===== src/rtl/ex_hazard_controller_if.sv =====
// Interface bundling the EX-stage hazard inputs and the pipeline control outputs.
// The master side is the datapath, which reports the instruction state. The slave
// side is the hazard controller, which returns enables, flushes and operand selects.
interface ex_hazard_controller_if #(
    parameter int COUNT_WIDTH = 16
);
    logic [4:0]             ID_Rs;
    logic [4:0]             ID_Rt;
    logic                   ID_UsesRs;
    logic                   ID_UsesRt;
    logic [4:0]             EX_Rs;
    logic [4:0]             EX_Rt;
    logic                   EX_MemRead;
    logic                   EX_RegWrite;
    logic [4:0]             EX_WriteReg;
    logic                   EX_BranchTaken;
    logic                   EX_Jump;
    logic                   EX_MultiCycle;
    logic                   MEM_RegWrite;
    logic [4:0]             MEM_WriteReg;
    logic                   WB_RegWrite;
    logic [4:0]             WB_WriteReg;

    logic                   PCWrite;
    logic                   IFID_Write;
    logic                   IDEX_Write;
    logic                   IFID_Flush;
    logic                   IDEX_Flush;
    logic                   EXMEM_Bubble;
    logic [1:0]             PCSrc;
    logic [1:0]             ForwardA;
    logic [1:0]             ForwardB;
    logic                   MultiDone;
    logic [COUNT_WIDTH-1:0] StallCount;
    logic [COUNT_WIDTH-1:0] FlushCount;

    modport master (
        output ID_Rs, ID_Rt, ID_UsesRs, ID_UsesRt, EX_Rs, EX_Rt, EX_MemRead,
               EX_RegWrite, EX_WriteReg, EX_BranchTaken, EX_Jump, EX_MultiCycle,
               MEM_RegWrite, MEM_WriteReg, WB_RegWrite, WB_WriteReg,
        input  PCWrite, IFID_Write, IDEX_Write, IFID_Flush, IDEX_Flush,
               EXMEM_Bubble, PCSrc, ForwardA, ForwardB, MultiDone,
               StallCount, FlushCount
    );

    modport slave (
        input  ID_Rs, ID_Rt, ID_UsesRs, ID_UsesRt, EX_Rs, EX_Rt, EX_MemRead,
               EX_RegWrite, EX_WriteReg, EX_BranchTaken, EX_Jump, EX_MultiCycle,
               MEM_RegWrite, MEM_WriteReg, WB_RegWrite, WB_WriteReg,
        output PCWrite, IFID_Write, IDEX_Write, IFID_Flush, IDEX_Flush,
               EXMEM_Bubble, PCSrc, ForwardA, ForwardB, MultiDone,
               StallCount, FlushCount
    );
endinterface


===== src/rtl/ex_hazard_controller.sv =====
// EX-stage sequencing controller for the 5-stage MIPS pipeline.
// Priority within one cycle: multi-cycle hold, then redirect, then load-use, then normal flow.
// Forwarding selects are evaluated every cycle, independent of stalls.
module ex_hazard_controller #(
    parameter int MULTI_CYCLES = 4,
    parameter int COUNT_WIDTH  = 16
) (
    input  logic                   clk,
    input  logic                   reset,
    ex_hazard_controller_if.slave  hz
);

    typedef enum logic {RUN, MULTI} state_t;

    state_t                 state, stateNext;
    logic [3:0]             cnt, cntNext;
    logic [COUNT_WIDTH-1:0] stallCount, flushCount;

    logic                   loadUse;
    logic                   redirect;
    logic                   pcWrite, ifidWrite, idexWrite;
    logic                   ifidFlush, idexFlush, exmemBubble, multiDone;
    logic [1:0]             pcSrc;
    logic [1:0]             forwardA, forwardB;

    // Register $0 is hardwired zero, so it never creates a hazard.
    always_comb begin
        loadUse = hz.EX_MemRead && hz.EX_RegWrite && (hz.EX_WriteReg != 5'd0) &&
                  ((hz.ID_UsesRs && (hz.ID_Rs == hz.EX_WriteReg)) ||
                   (hz.ID_UsesRt && (hz.ID_Rt == hz.EX_WriteReg)));
        redirect = hz.EX_BranchTaken || hz.EX_Jump;
    end

    // State register and multi-cycle down-counter.
    always_ff @(posedge clk or posedge reset) begin
        if (reset) begin
            state <= RUN;
            cnt   <= 4'd0;
        end else begin
            state <= stateNext;
            cnt   <= cntNext;
        end
    end

    // Next state and pipeline controls; while in MULTI the redirect/load-use inputs belong to a younger instruction and are ignored.
    always_comb begin
        stateNext   = state;
        cntNext     = cnt;
        pcWrite     = 1'b1;
        ifidWrite   = 1'b1;
        idexWrite   = 1'b1;
        ifidFlush   = 1'b0;
        idexFlush   = 1'b0;
        exmemBubble = 1'b0;
        multiDone   = 1'b0;
        pcSrc       = 2'b00;
        case (state)
            RUN: begin
                if (hz.EX_MultiCycle) begin
                    pcWrite     = 1'b0;
                    ifidWrite   = 1'b0;
                    idexWrite   = 1'b0;
                    exmemBubble = 1'b1;
                    stateNext   = MULTI;
                    cntNext     = 4'(MULTI_CYCLES - 2);
                end else if (redirect) begin
                    ifidFlush = 1'b1;
                    idexFlush = 1'b1;
                    pcSrc     = hz.EX_Jump ? 2'b10 : 2'b01;
                end else if (loadUse) begin
                    pcWrite   = 1'b0;
                    ifidWrite = 1'b0;
                    idexFlush = 1'b1;
                end
            end
            MULTI: begin
                if (cnt != 4'd0) begin
                    pcWrite     = 1'b0;
                    ifidWrite   = 1'b0;
                    idexWrite   = 1'b0;
                    exmemBubble = 1'b1;
                    cntNext     = cnt - 4'd1;
                end else begin
                    multiDone = 1'b1;
                    stateNext = RUN;
                end
            end
            default: begin
                stateNext = RUN;
                cntNext   = 4'd0;
            end
        endcase
    end

    // Operand forwarding: the younger MEM result wins over WB.
    always_comb begin
        forwardA = 2'b00;
        forwardB = 2'b00;
        if (hz.MEM_RegWrite && (hz.MEM_WriteReg != 5'd0) && (hz.MEM_WriteReg == hz.EX_Rs))
            forwardA = 2'b10;
        else if (hz.WB_RegWrite && (hz.WB_WriteReg != 5'd0) && (hz.WB_WriteReg == hz.EX_Rs))
            forwardA = 2'b01;
        if (hz.MEM_RegWrite && (hz.MEM_WriteReg != 5'd0) && (hz.MEM_WriteReg == hz.EX_Rt))
            forwardB = 2'b10;
        else if (hz.WB_RegWrite && (hz.WB_WriteReg != 5'd0) && (hz.WB_WriteReg == hz.EX_Rt))
            forwardB = 2'b01;
    end

    // Saturating statistics: stalled cycles and redirects actually taken.
    always_ff @(posedge clk or posedge reset) begin
        if (reset) begin
            stallCount <= '0;
            flushCount <= '0;
        end else begin
            if (!pcWrite && (stallCount != '1))
                stallCount <= stallCount + COUNT_WIDTH'(1);
            if (ifidFlush && (flushCount != '1))
                flushCount <= flushCount + COUNT_WIDTH'(1);
        end
    end

    assign hz.PCWrite      = pcWrite;
    assign hz.IFID_Write   = ifidWrite;
    assign hz.IDEX_Write   = idexWrite;
    assign hz.IFID_Flush   = ifidFlush;
    assign hz.IDEX_Flush   = idexFlush;
    assign hz.EXMEM_Bubble = exmemBubble;
    assign hz.PCSrc        = pcSrc;
    assign hz.ForwardA     = forwardA;
    assign hz.ForwardB     = forwardB;
    assign hz.MultiDone    = multiDone;
    assign hz.StallCount   = stallCount;
    assign hz.FlushCount   = flushCount;

endmodule


===== src/flat_wrapper.sv =====
// flat-port wrapper written by rule: the top's interface ports become plain ports
module ex_hazard_controller_flat 
#(
    parameter int MULTI_CYCLES = 4,
    parameter int COUNT_WIDTH  = 16
)
  (clk, reset, hz_ID_Rs, hz_ID_Rt, hz_ID_UsesRs, hz_ID_UsesRt, hz_EX_Rs, hz_EX_Rt, hz_EX_MemRead, hz_EX_RegWrite, hz_EX_WriteReg, hz_EX_BranchTaken, hz_EX_Jump, hz_EX_MultiCycle, hz_MEM_RegWrite, hz_MEM_WriteReg, hz_WB_RegWrite, hz_WB_WriteReg, hz_PCWrite, hz_IFID_Write, hz_IDEX_Write, hz_IFID_Flush, hz_IDEX_Flush, hz_EXMEM_Bubble, hz_PCSrc, hz_ForwardA, hz_ForwardB, hz_MultiDone, hz_StallCount, hz_FlushCount);
  ex_hazard_controller_if #(.COUNT_WIDTH(COUNT_WIDTH)) hz_i ();
  input  logic clk;
  input  logic reset;
  input wire logic [$bits(hz_i.ID_Rs)-1:0] hz_ID_Rs;
  input wire logic [$bits(hz_i.ID_Rt)-1:0] hz_ID_Rt;
  input wire logic [$bits(hz_i.ID_UsesRs)-1:0] hz_ID_UsesRs;
  input wire logic [$bits(hz_i.ID_UsesRt)-1:0] hz_ID_UsesRt;
  input wire logic [$bits(hz_i.EX_Rs)-1:0] hz_EX_Rs;
  input wire logic [$bits(hz_i.EX_Rt)-1:0] hz_EX_Rt;
  input wire logic [$bits(hz_i.EX_MemRead)-1:0] hz_EX_MemRead;
  input wire logic [$bits(hz_i.EX_RegWrite)-1:0] hz_EX_RegWrite;
  input wire logic [$bits(hz_i.EX_WriteReg)-1:0] hz_EX_WriteReg;
  input wire logic [$bits(hz_i.EX_BranchTaken)-1:0] hz_EX_BranchTaken;
  input wire logic [$bits(hz_i.EX_Jump)-1:0] hz_EX_Jump;
  input wire logic [$bits(hz_i.EX_MultiCycle)-1:0] hz_EX_MultiCycle;
  input wire logic [$bits(hz_i.MEM_RegWrite)-1:0] hz_MEM_RegWrite;
  input wire logic [$bits(hz_i.MEM_WriteReg)-1:0] hz_MEM_WriteReg;
  input wire logic [$bits(hz_i.WB_RegWrite)-1:0] hz_WB_RegWrite;
  input wire logic [$bits(hz_i.WB_WriteReg)-1:0] hz_WB_WriteReg;
  output wire logic [$bits(hz_i.PCWrite)-1:0] hz_PCWrite;
  output wire logic [$bits(hz_i.IFID_Write)-1:0] hz_IFID_Write;
  output wire logic [$bits(hz_i.IDEX_Write)-1:0] hz_IDEX_Write;
  output wire logic [$bits(hz_i.IFID_Flush)-1:0] hz_IFID_Flush;
  output wire logic [$bits(hz_i.IDEX_Flush)-1:0] hz_IDEX_Flush;
  output wire logic [$bits(hz_i.EXMEM_Bubble)-1:0] hz_EXMEM_Bubble;
  output wire logic [$bits(hz_i.PCSrc)-1:0] hz_PCSrc;
  output wire logic [$bits(hz_i.ForwardA)-1:0] hz_ForwardA;
  output wire logic [$bits(hz_i.ForwardB)-1:0] hz_ForwardB;
  output wire logic [$bits(hz_i.MultiDone)-1:0] hz_MultiDone;
  output wire logic [$bits(hz_i.StallCount)-1:0] hz_StallCount;
  output wire logic [$bits(hz_i.FlushCount)-1:0] hz_FlushCount;
  assign hz_i.ID_Rs = hz_ID_Rs;
  assign hz_i.ID_Rt = hz_ID_Rt;
  assign hz_i.ID_UsesRs = hz_ID_UsesRs;
  assign hz_i.ID_UsesRt = hz_ID_UsesRt;
  assign hz_i.EX_Rs = hz_EX_Rs;
  assign hz_i.EX_Rt = hz_EX_Rt;
  assign hz_i.EX_MemRead = hz_EX_MemRead;
  assign hz_i.EX_RegWrite = hz_EX_RegWrite;
  assign hz_i.EX_WriteReg = hz_EX_WriteReg;
  assign hz_i.EX_BranchTaken = hz_EX_BranchTaken;
  assign hz_i.EX_Jump = hz_EX_Jump;
  assign hz_i.EX_MultiCycle = hz_EX_MultiCycle;
  assign hz_i.MEM_RegWrite = hz_MEM_RegWrite;
  assign hz_i.MEM_WriteReg = hz_MEM_WriteReg;
  assign hz_i.WB_RegWrite = hz_WB_RegWrite;
  assign hz_i.WB_WriteReg = hz_WB_WriteReg;
  assign hz_PCWrite = hz_i.PCWrite;
  assign hz_IFID_Write = hz_i.IFID_Write;
  assign hz_IDEX_Write = hz_i.IDEX_Write;
  assign hz_IFID_Flush = hz_i.IFID_Flush;
  assign hz_IDEX_Flush = hz_i.IDEX_Flush;
  assign hz_EXMEM_Bubble = hz_i.EXMEM_Bubble;
  assign hz_PCSrc = hz_i.PCSrc;
  assign hz_ForwardA = hz_i.ForwardA;
  assign hz_ForwardB = hz_i.ForwardB;
  assign hz_MultiDone = hz_i.MultiDone;
  assign hz_StallCount = hz_i.StallCount;
  assign hz_FlushCount = hz_i.FlushCount;
  ex_hazard_controller #(.MULTI_CYCLES(MULTI_CYCLES), .COUNT_WIDTH(COUNT_WIDTH)) u_core (.clk(clk), .reset(reset), .hz(hz_i));
endmodule

===== config.mk =====
export PLATFORM = sky130hd
export DESIGN_NAME = ex_hazard_controller_flat
export DESIGN_NICKNAME = d
export VERILOG_FILES = /design/src/rtl/ex_hazard_controller_if.sv /design/src/rtl/ex_hazard_controller.sv /design/src/flat_wrapper.sv
export SDC_FILE = /design/constraint.sdc
export NUM_CORES = 1
export LEC_CHECK = 0
export CAP_MARGIN = 10
export CORE_MARGIN = 2
export CORE_UTILIZATION = 43
export CTS_BUF_LIST = sky130_fd_sc_hd__clkbuf_16
export DETAILED_ROUTE_END_ITERATION = 10
export PLACE_DENSITY_LB_ADDON = 0.3
export SYNTH_ARGS = -nofsm -noshare
export SYNTH_HDL_FRONTEND = slang
export SYNTH_SLANG_ARGS = --single-unit

===== constraint.sdc =====
create_clock -name clk -period 2 [get_ports clk]
set_input_delay 0.4 -clock clk [delete_from_list [all_inputs] [get_ports clk]]
set_output_delay 0.4 -clock clk [all_outputs]
set_load 0.02 [all_outputs]

==> flow_summary_export.csv, run 1 <==
group,metric,value,unit
synthesis,ys_seq_area_share,41.69,%
synthesis,netlist_area,0.002221,mm2
power,p_leak,1.909,nW
clocking,clock_latency,0.28,ns
power,ir_drop,748.3,uV
synthesis,synth-xor-area-share,23.66,%
drt,routedWlPerCell,18.46,um
synthesis,synthAdderAreaFrac,2.254,%
outcome,violations,"negative setup slack",
sta,worst_slew_pin_slew,0.4748,ns
synthesis,synth.most_common_cell,"dfrtp_1",
worst_setup_path,r2r_cells,9,
synthesis,yosys.area_share.simple,23.66,%
clocking,clk_pin_slew,0.06,ns
worst_setup_path,worst-setup-path-type,"in -> out",
worst_setup_path,slowest_delay,0.54,ns
sta,slew_headroom,68.35,%
cells_and_area,n_antenna_cell,0,
synthesis,synth_compound_area_share,4.958,%
drt,postRouteAntennaNets,0,
clocking,cts_tree,"done",
drt,drt_first_pass_iters,4,
clocking,ctsHtreeMaxLevel,2,
synthesis,synth_top_area_cell,"dfrtp_1",
cells_and_area,stdcell_count,450,
grt,grt_pass1_wl,10.64,mm
worst_setup_path,cp_max_fo,2,
sta,hold_viol,0,
cells_and_area,post_route_cells_drive_above_1_share,42.37,%
sta,layout_setup_ws,-0.1320,ns
worst_setup_path,required,1.60,ns
flow_run,max_cap_viol_count,0,
cells_and_area,nets,429,
clocking,tritoncts_num_sinks,37,
grt,global_route.usage.total,24.76,%
sta,fin_skew,0.004736,ns
sta,drv_slew,0,
floorplan,floorplan.initialDensity,44.04,%
sta,fin_crit_sh,106.6,%
grt,grt_start_max_net_pins,38,
place,pre_cts_slack,-1.015,ns
floorplan,core_area,0.005042,mm2
place,post-dp-hpwl,4.816,mm
clocking,clockBufferDepth,2,
sta,fmax,0.4690,GHz
place,buffer_ports.inserted,90,
worst_setup_path,slowest_stage,"or4_4",
synthesis,ys_types,36,
worst_setup_path,crit_top_cell,"or4_4",
synthesis,synth_area_per_cell,9.959,um2
clocking,hold_buffers,0,
place,place_area,0.003622,mm2
hold_path,hp-class,"reg -> reg",
cells_and_area,finalCoreUtilization,83.70,%
sta,rsz0062_at_grt,"true",
worst_setup_path,path_cells,"dlymetal6s2s_1, or4_4, o21ai_2, or4_4, nor4_4, buf_4",
floorplan,dieArea,0.005756,mm2
sta,setup_viol,7,
floorplan,io-pin-count,91,
synthesis,synth_seq_cells,37,
grt,antenna_found_initial,0,
grt,gr-total-overflow,0,
sta,post-route-min-period,2.132,ns
clocking,numCtsBuffers,5,
synthesis,ys_warn_count,0,
floorplan,rows,26,
synthesis,synthArstFlopShare,100.0,%
drt,totalWireLength,8.307,mm
synthesis,synth_top_family_by_area,"simple AND/OR/NAND/NOR gates",
synthesis,synth_area_leaders,"dfrtp_1 (42%), xnor2_1 (12%), xor2_1 (11%), nand2_1 (3.4%), nand3_1 (3.2%)",
cells_and_area,synthToLayoutAreaGrowth,90.03,%
outcome,status,"finished, violations left",
synthesis,ys.flop_type,"dfrtp_1",
cells_and_area,final_area,0.004220,mm2
place,dpl.cell_count,431,
drt,viasPerCell,5.267,
sta,setup_tns,-0.4850,ns
power,p_total,3.882,mW
synthesis,synth_edf_count,0,
synthesis,yosys.area.top_type_share,41.69,%
synthesis,syn_inst,223,
synthesis,muxShareOfSynthArea,2.197,%
worst_setup_path,worstPathArrival,1.73,ns
place,globalplace.congestion,0.7971,
power,p_per_area,919.8,mW/mm2
grt,grt_pass1_vias,2340,
floorplan,die_w,75.87,um
clocking,cts_root_buf,"clkbuf_16",
synthesis,syn_nets,273,
drt,drtIter0Drc,105,
synthesis,yosys-top-cells-count,"dfrtp_1 (37), xnor2_1 (31), xor2_1 (29)",
hold_path,min_delay_path_depth,1,
worst_setup_path,cp-end-kind,"primary output",
floorplan,die_y,75.87,um
sta,holdWs,0.4872,ns
worst_setup_path,cp-start-kind,"input pin",
drt,drc,0,
drt,via_count,2370,
## logic make-up after synthesis
| kind of cell | Yosys count |
|---|---|
| buffers and inverters | 8 |
| AO/OA/AOI/OAI | 14 |
| AND/OR/NAND/NOR | 96 |
| adder cells (fa/ha/maj) | 4 |
| multiplexers | 4 |
| flip-flops | 37 |
| XOR/XNOR | 60 |
## where the power goes
part	leakage, nW	internal, mW	switching [mW]	total (mW)
registers	0.474	0.920	0.184	1.10
clock network	0.0826	0.579	0.304	0.883
logic	1.35	0.944	0.952	1.90
total	1.91	2.44	1.44	3.88
## routing by layer
layer	vias up	track usage (%)	part of all wire, %
li1	1103	-	-
met1	1144	25.48	34
met2	95	49.33	55
met5	-	0	0
met3	28	5.556	6.9
met4	0	6.628	3.8
## worst paths after layout
check	from	slack (ns)	endpoint
min reg2reg	u_core.hz.StallCount[5]	0.49	u_core.hz.StallCount[5]
max reg2reg	u_core.cnt[1]	-0.03	u_core.hz.StallCount[8]
max in group asynchronous	reset	1.11	u_core.hz.StallCount[2]
min in group asynchronous	reset	0.53	u_core.hz.FlushCount[2]
max	hz_WB_WriteReg[2]	-0.13	hz_ForwardA[0]
min	u_core.hz.StallCount[5]	0.49	u_core.hz.StallCount[5]
## flip-flops by register name, indices dropped and copies added (netlist names)
name / cells
u_core.hz.FlushCount: 16
u_core.cnt: 4
u_core.state: 1
u_core.hz.StallCount: 16
## critical path, delay by kind of cell
family                 cells  cell delay (ns)
AO/OA/AOI/OAI              1             0.06
buffers and inverters      2             0.30
AND/OR/NAND/NOR            3             0.96
## area by class of cell
type / count / area [um2]
tap: 70 / 87.58
timing repair buffer: 150 / 1319
multi-input combinational: 179 / 1702
inverter: 6 / 22.52
sequential: 37 / 927.1
clock buffer: 5 / 125.1
clock inverter: 3 / 37.54
fill: 263 / 822.0
## repair_timing
action / in CTS / in global routing
pin swaps: 31 / 43
buffers inserted: 8 / 4
endpoints found under the setup margin: 29 / 28
endpoints found under the hold margin: 0 / 0
gates cloned: 1 / 0
resized for setup: 156 / 81
## cell usage in the layout, fill, tap and decap left out, types with 3 or more instances in the layout
| master | count |
|---|---|
| and2_1 | 3 |
| or4_4 | 4 |
| or2_4 | 3 |
| xnor2_2 | 8 |
| nor3_4 | 5 |
| nor2_1 | 8 |
| clkdlybuf4s15_1 | 9 |
| clkbuf_16 | 5 |
| ha_1 | 3 |
| xor2_1 | 27 |
| buf_2 | 8 |
| and3_1 | 4 |
| buf_4 | 54 |
| xnor2_1 | 23 |
| nand3_1 | 8 |
| nor4_4 | 6 |
| nand3_2 | 4 |
| dfrtp_1 | 36 |
| clkdlybuf4s50_1 | 42 |
| nand2_1 | 18 |
| buf_6 | 19 |
| clkbuf_2 | 8 |
| dlygate4sd2_1 | 4 |
| dlymetal6s2s_1 | 5 |
| inv_1 | 5 |
| nand4_1 | 11 |
Power figures use the tool's default switching activity.
==> run 2: changes to the inputs <==
--- a/config.mk
+++ b/config.mk
@@ -11,6 +11,7 @@
 export CTS_BUF_LIST = sky130_fd_sc_hd__clkbuf_16
 export DETAILED_ROUTE_END_ITERATION = 10
 export PLACE_DENSITY_LB_ADDON = 0.3
+export SKIP_LAST_GASP = 1
 export SYNTH_ARGS = -nofsm -noshare
 export SYNTH_HDL_FRONTEND = slang
 export SYNTH_SLANG_ARGS = --single-unit
==> flow_summary_export.csv, run 2 (synthesis gave the netlist of run 1 again) <==
group,metric,value,unit
clocking,clk_pin_slew,0.06,ns
floorplan,rows,26,
place,globalplace.congestion,0.7971,
power,p_total,3.843,mW
clocking,ctsHtreeMaxLevel,2,
clocking,tritoncts_num_sinks,37,
grt,global_route.usage.total,25.09,%
place,place_area,0.003622,mm2
grt,antenna_found_initial,0,
worst_setup_path,path_cells,"buf_6, buf_6, xor2_2, or4_4, nor4_4, buf_4",
worst_setup_path,worst-setup-path-type,"in -> out",
clocking,numCtsBuffers,5,
drt,viasPerCell,5.277,
sta,fmax,0.4690,GHz
worst_setup_path,crit_top_cell,"buf_6",
power,p_per_area,916.1,mW/mm2
worst_setup_path,r2r_cells,9,
drt,via_count,2380,
worst_setup_path,cp_max_fo,3,
place,buffer_ports.inserted,90,
sta,worst_slew_pin_slew,0.4714,ns
hold_path,min_delay_path_depth,1,
drt,routedWlPerCell,17.90,um
sta,setup_viol,8,
floorplan,io-pin-count,91,
power,ir_drop,661.9,uV
sta,setup_tns,-0.4575,ns
worst_setup_path,cp-start-kind,"input pin",
place,post-dp-hpwl,4.816,mm
floorplan,dieArea,0.005756,mm2
drt,drt_first_pass_iters,4,
grt,grt_start_max_net_pins,38,
cells_and_area,fill_cells,277,
worst_setup_path,worstPathArrival,1.73,ns
outcome,status,"finished, violations left",
sta,layout_setup_ws,-0.1321,ns
sta,drv_slew,0,
worst_setup_path,required,1.60,ns
cells_and_area,synthToLayoutAreaGrowth,88.90,%
flow_run,max_cap_viol_count,0,
worst_setup_path,slowest_stage,"or4_4",
hold_path,min_from,"u_core.hz.StallCount[5]",
worst_setup_path,crit_family,"simple AND/OR/NAND/NOR gates",
clocking,clockBufferDepth,2,
drt,drtIter0Drc,91,
sta,fin_crit_sh,106.6,%
floorplan,core_area,0.005042,mm2
floorplan,die_w,75.87,um
worst_setup_path,critPathBufInv,3,
cells_and_area,final_area,0.004195,mm2
cells_and_area,layout_commonest_cell,"buf_4",
floorplan,floorplan.initialDensity,44.04,%
outcome,violations,"negative setup slack",
place,pre_cts_slack,-1.015,ns
grt,grt_pass1_vias,2350,
drt,totalWireLength,8.074,mm
worst_setup_path,slowest_delay,0.49,ns
floorplan,die_y,75.87,um
sta,post-route-min-period,2.132,ns
power,p_leak,1.910,nW
hold_path,hold-path-endpoint,"u_core.hz.StallCount[5]",
worst_setup_path,r2r_start,"u_core.cnt[1]",
clocking,clock_latency,0.28,ns
grt,grt_pass1_wl,10.73,mm
cells_and_area,finalCoreUtilization,83.20,%
cells_and_area,nets,430,
clocking,cts_tree,"done",
worst_setup_path,rr_endpoint,"u_core.hz.StallCount[11]",
worst_setup_path,reg2reg_slack,-0.02,ns
worst_setup_path,cp-end-kind,"primary output",
sta,hold_viol,0,
sta,fin_skew,0.006446,ns
cells_and_area,final_cell_mix,"buf_4 (55), clkdlybuf4s50_1 (42), dfrtp_1 (37)",
drt,drc,0,
drt,postRouteAntennaNets,0,
cells_and_area,post_route_cells_drive_above_1_share,41.73,%
sta,rsz0062_at_grt,"true",
hold_path,hp-class,"reg -> reg",
cells_and_area,n_antenna_cell,0,
sta,slew_headroom,68.57,%
clocking,cts_root_buf,"clkbuf_16",
grt,gr-total-overflow,0,
-- run 2: changes by cell type in the layout (fill, tap and decap cells not counted), sizes merged --
| cell | before | now |
|---|---|---|
| clkdlybuf4s15 | 10 | 7 |
| dlygate4sd2 | 4 | 7 |
| buf | 81 | 82 |
-- run 2: power by group --
group | internal (mW) | switching, mW
Clock | 0.579 | 0.307
Sequential | 0.918 | 0.179
Combinational | 0.931 | 0.929
Total | 2.43 | 1.42
-- run 2: stage by stage --
step | cells | hold WS, ns
3_3_place_gp | 431 | 0.4790
3_5_place_dp | 431 | 0.4769
5_1_grt | 451 | 0.5038
2_1_floorplan | 223 | 0.4663
4_1_cts | 448 | 0.4882
6_report | 451 | 0.4856
-- run 2: cell type report --
type                       count  area, um2  share of cell area (%)
inverter                       6      22.52                  0.5368
sequential                    37      925.9                   22.07
clock buffer                   5      125.1                   2.982
clock inverter                 3      37.54                  0.8947
tap                           70      87.58                   2.088
multi-input combinational    179       1674                   39.90
timing repair buffer         151       1323                   31.52
-- run 2: how the worst max path moves through the flow --
stage                        from        endpoint  slack, ns  depth (start not counted)
2_1_floorplan   hz_EX_WriteReg[1]      hz_PCWrite      0.002                          5
3_3_place_gp    hz_WB_WriteReg[4]  hz_ForwardA[0]      -0.99                          6
3_5_place_dp    hz_WB_WriteReg[4]  hz_ForwardA[0]      -1.02                          6
4_1_cts        hz_MEM_WriteReg[2]  hz_ForwardA[0]      -0.22                          7
5_1_grt         hz_WB_WriteReg[2]  hz_ForwardA[0]      -0.20                          6
6_report        hz_WB_WriteReg[0]  hz_ForwardA[0]      -0.13                          6
-- run 2: worst reg2reg max path, cell delays in order, from the launching register on --
cell and delay, ns:
dfrtp_1 0.37, inv_1 0.08, ha_1 0.19, and4bb_4 0.22, or2_4 0.24, buf_4 0.15
nor4_4 0.21, a41oi_2 0.11, buf_4 0.19, xnor2_2 0.13
-- run 2: routing by layer --
layer / share of wire (%) / GRT usage [%]
met1: 35 / 25.97
met2: 55 / 50.00
met3: 6.8 / 5.556
met4: 3.2 / 6.433
met5: 0 / 0
-- run 2: repair_timing --
| action | CTS | global route |
|---|---|---|
| endpoints found under the setup margin | 29 | 29 |
| cloned | 1 | 0 |
| pin swaps | 31 | 39 |
| gates resized for setup | 154 | 73 |
| setup buffers | 8 | 4 |
| hold buffers | 0 | 0 |
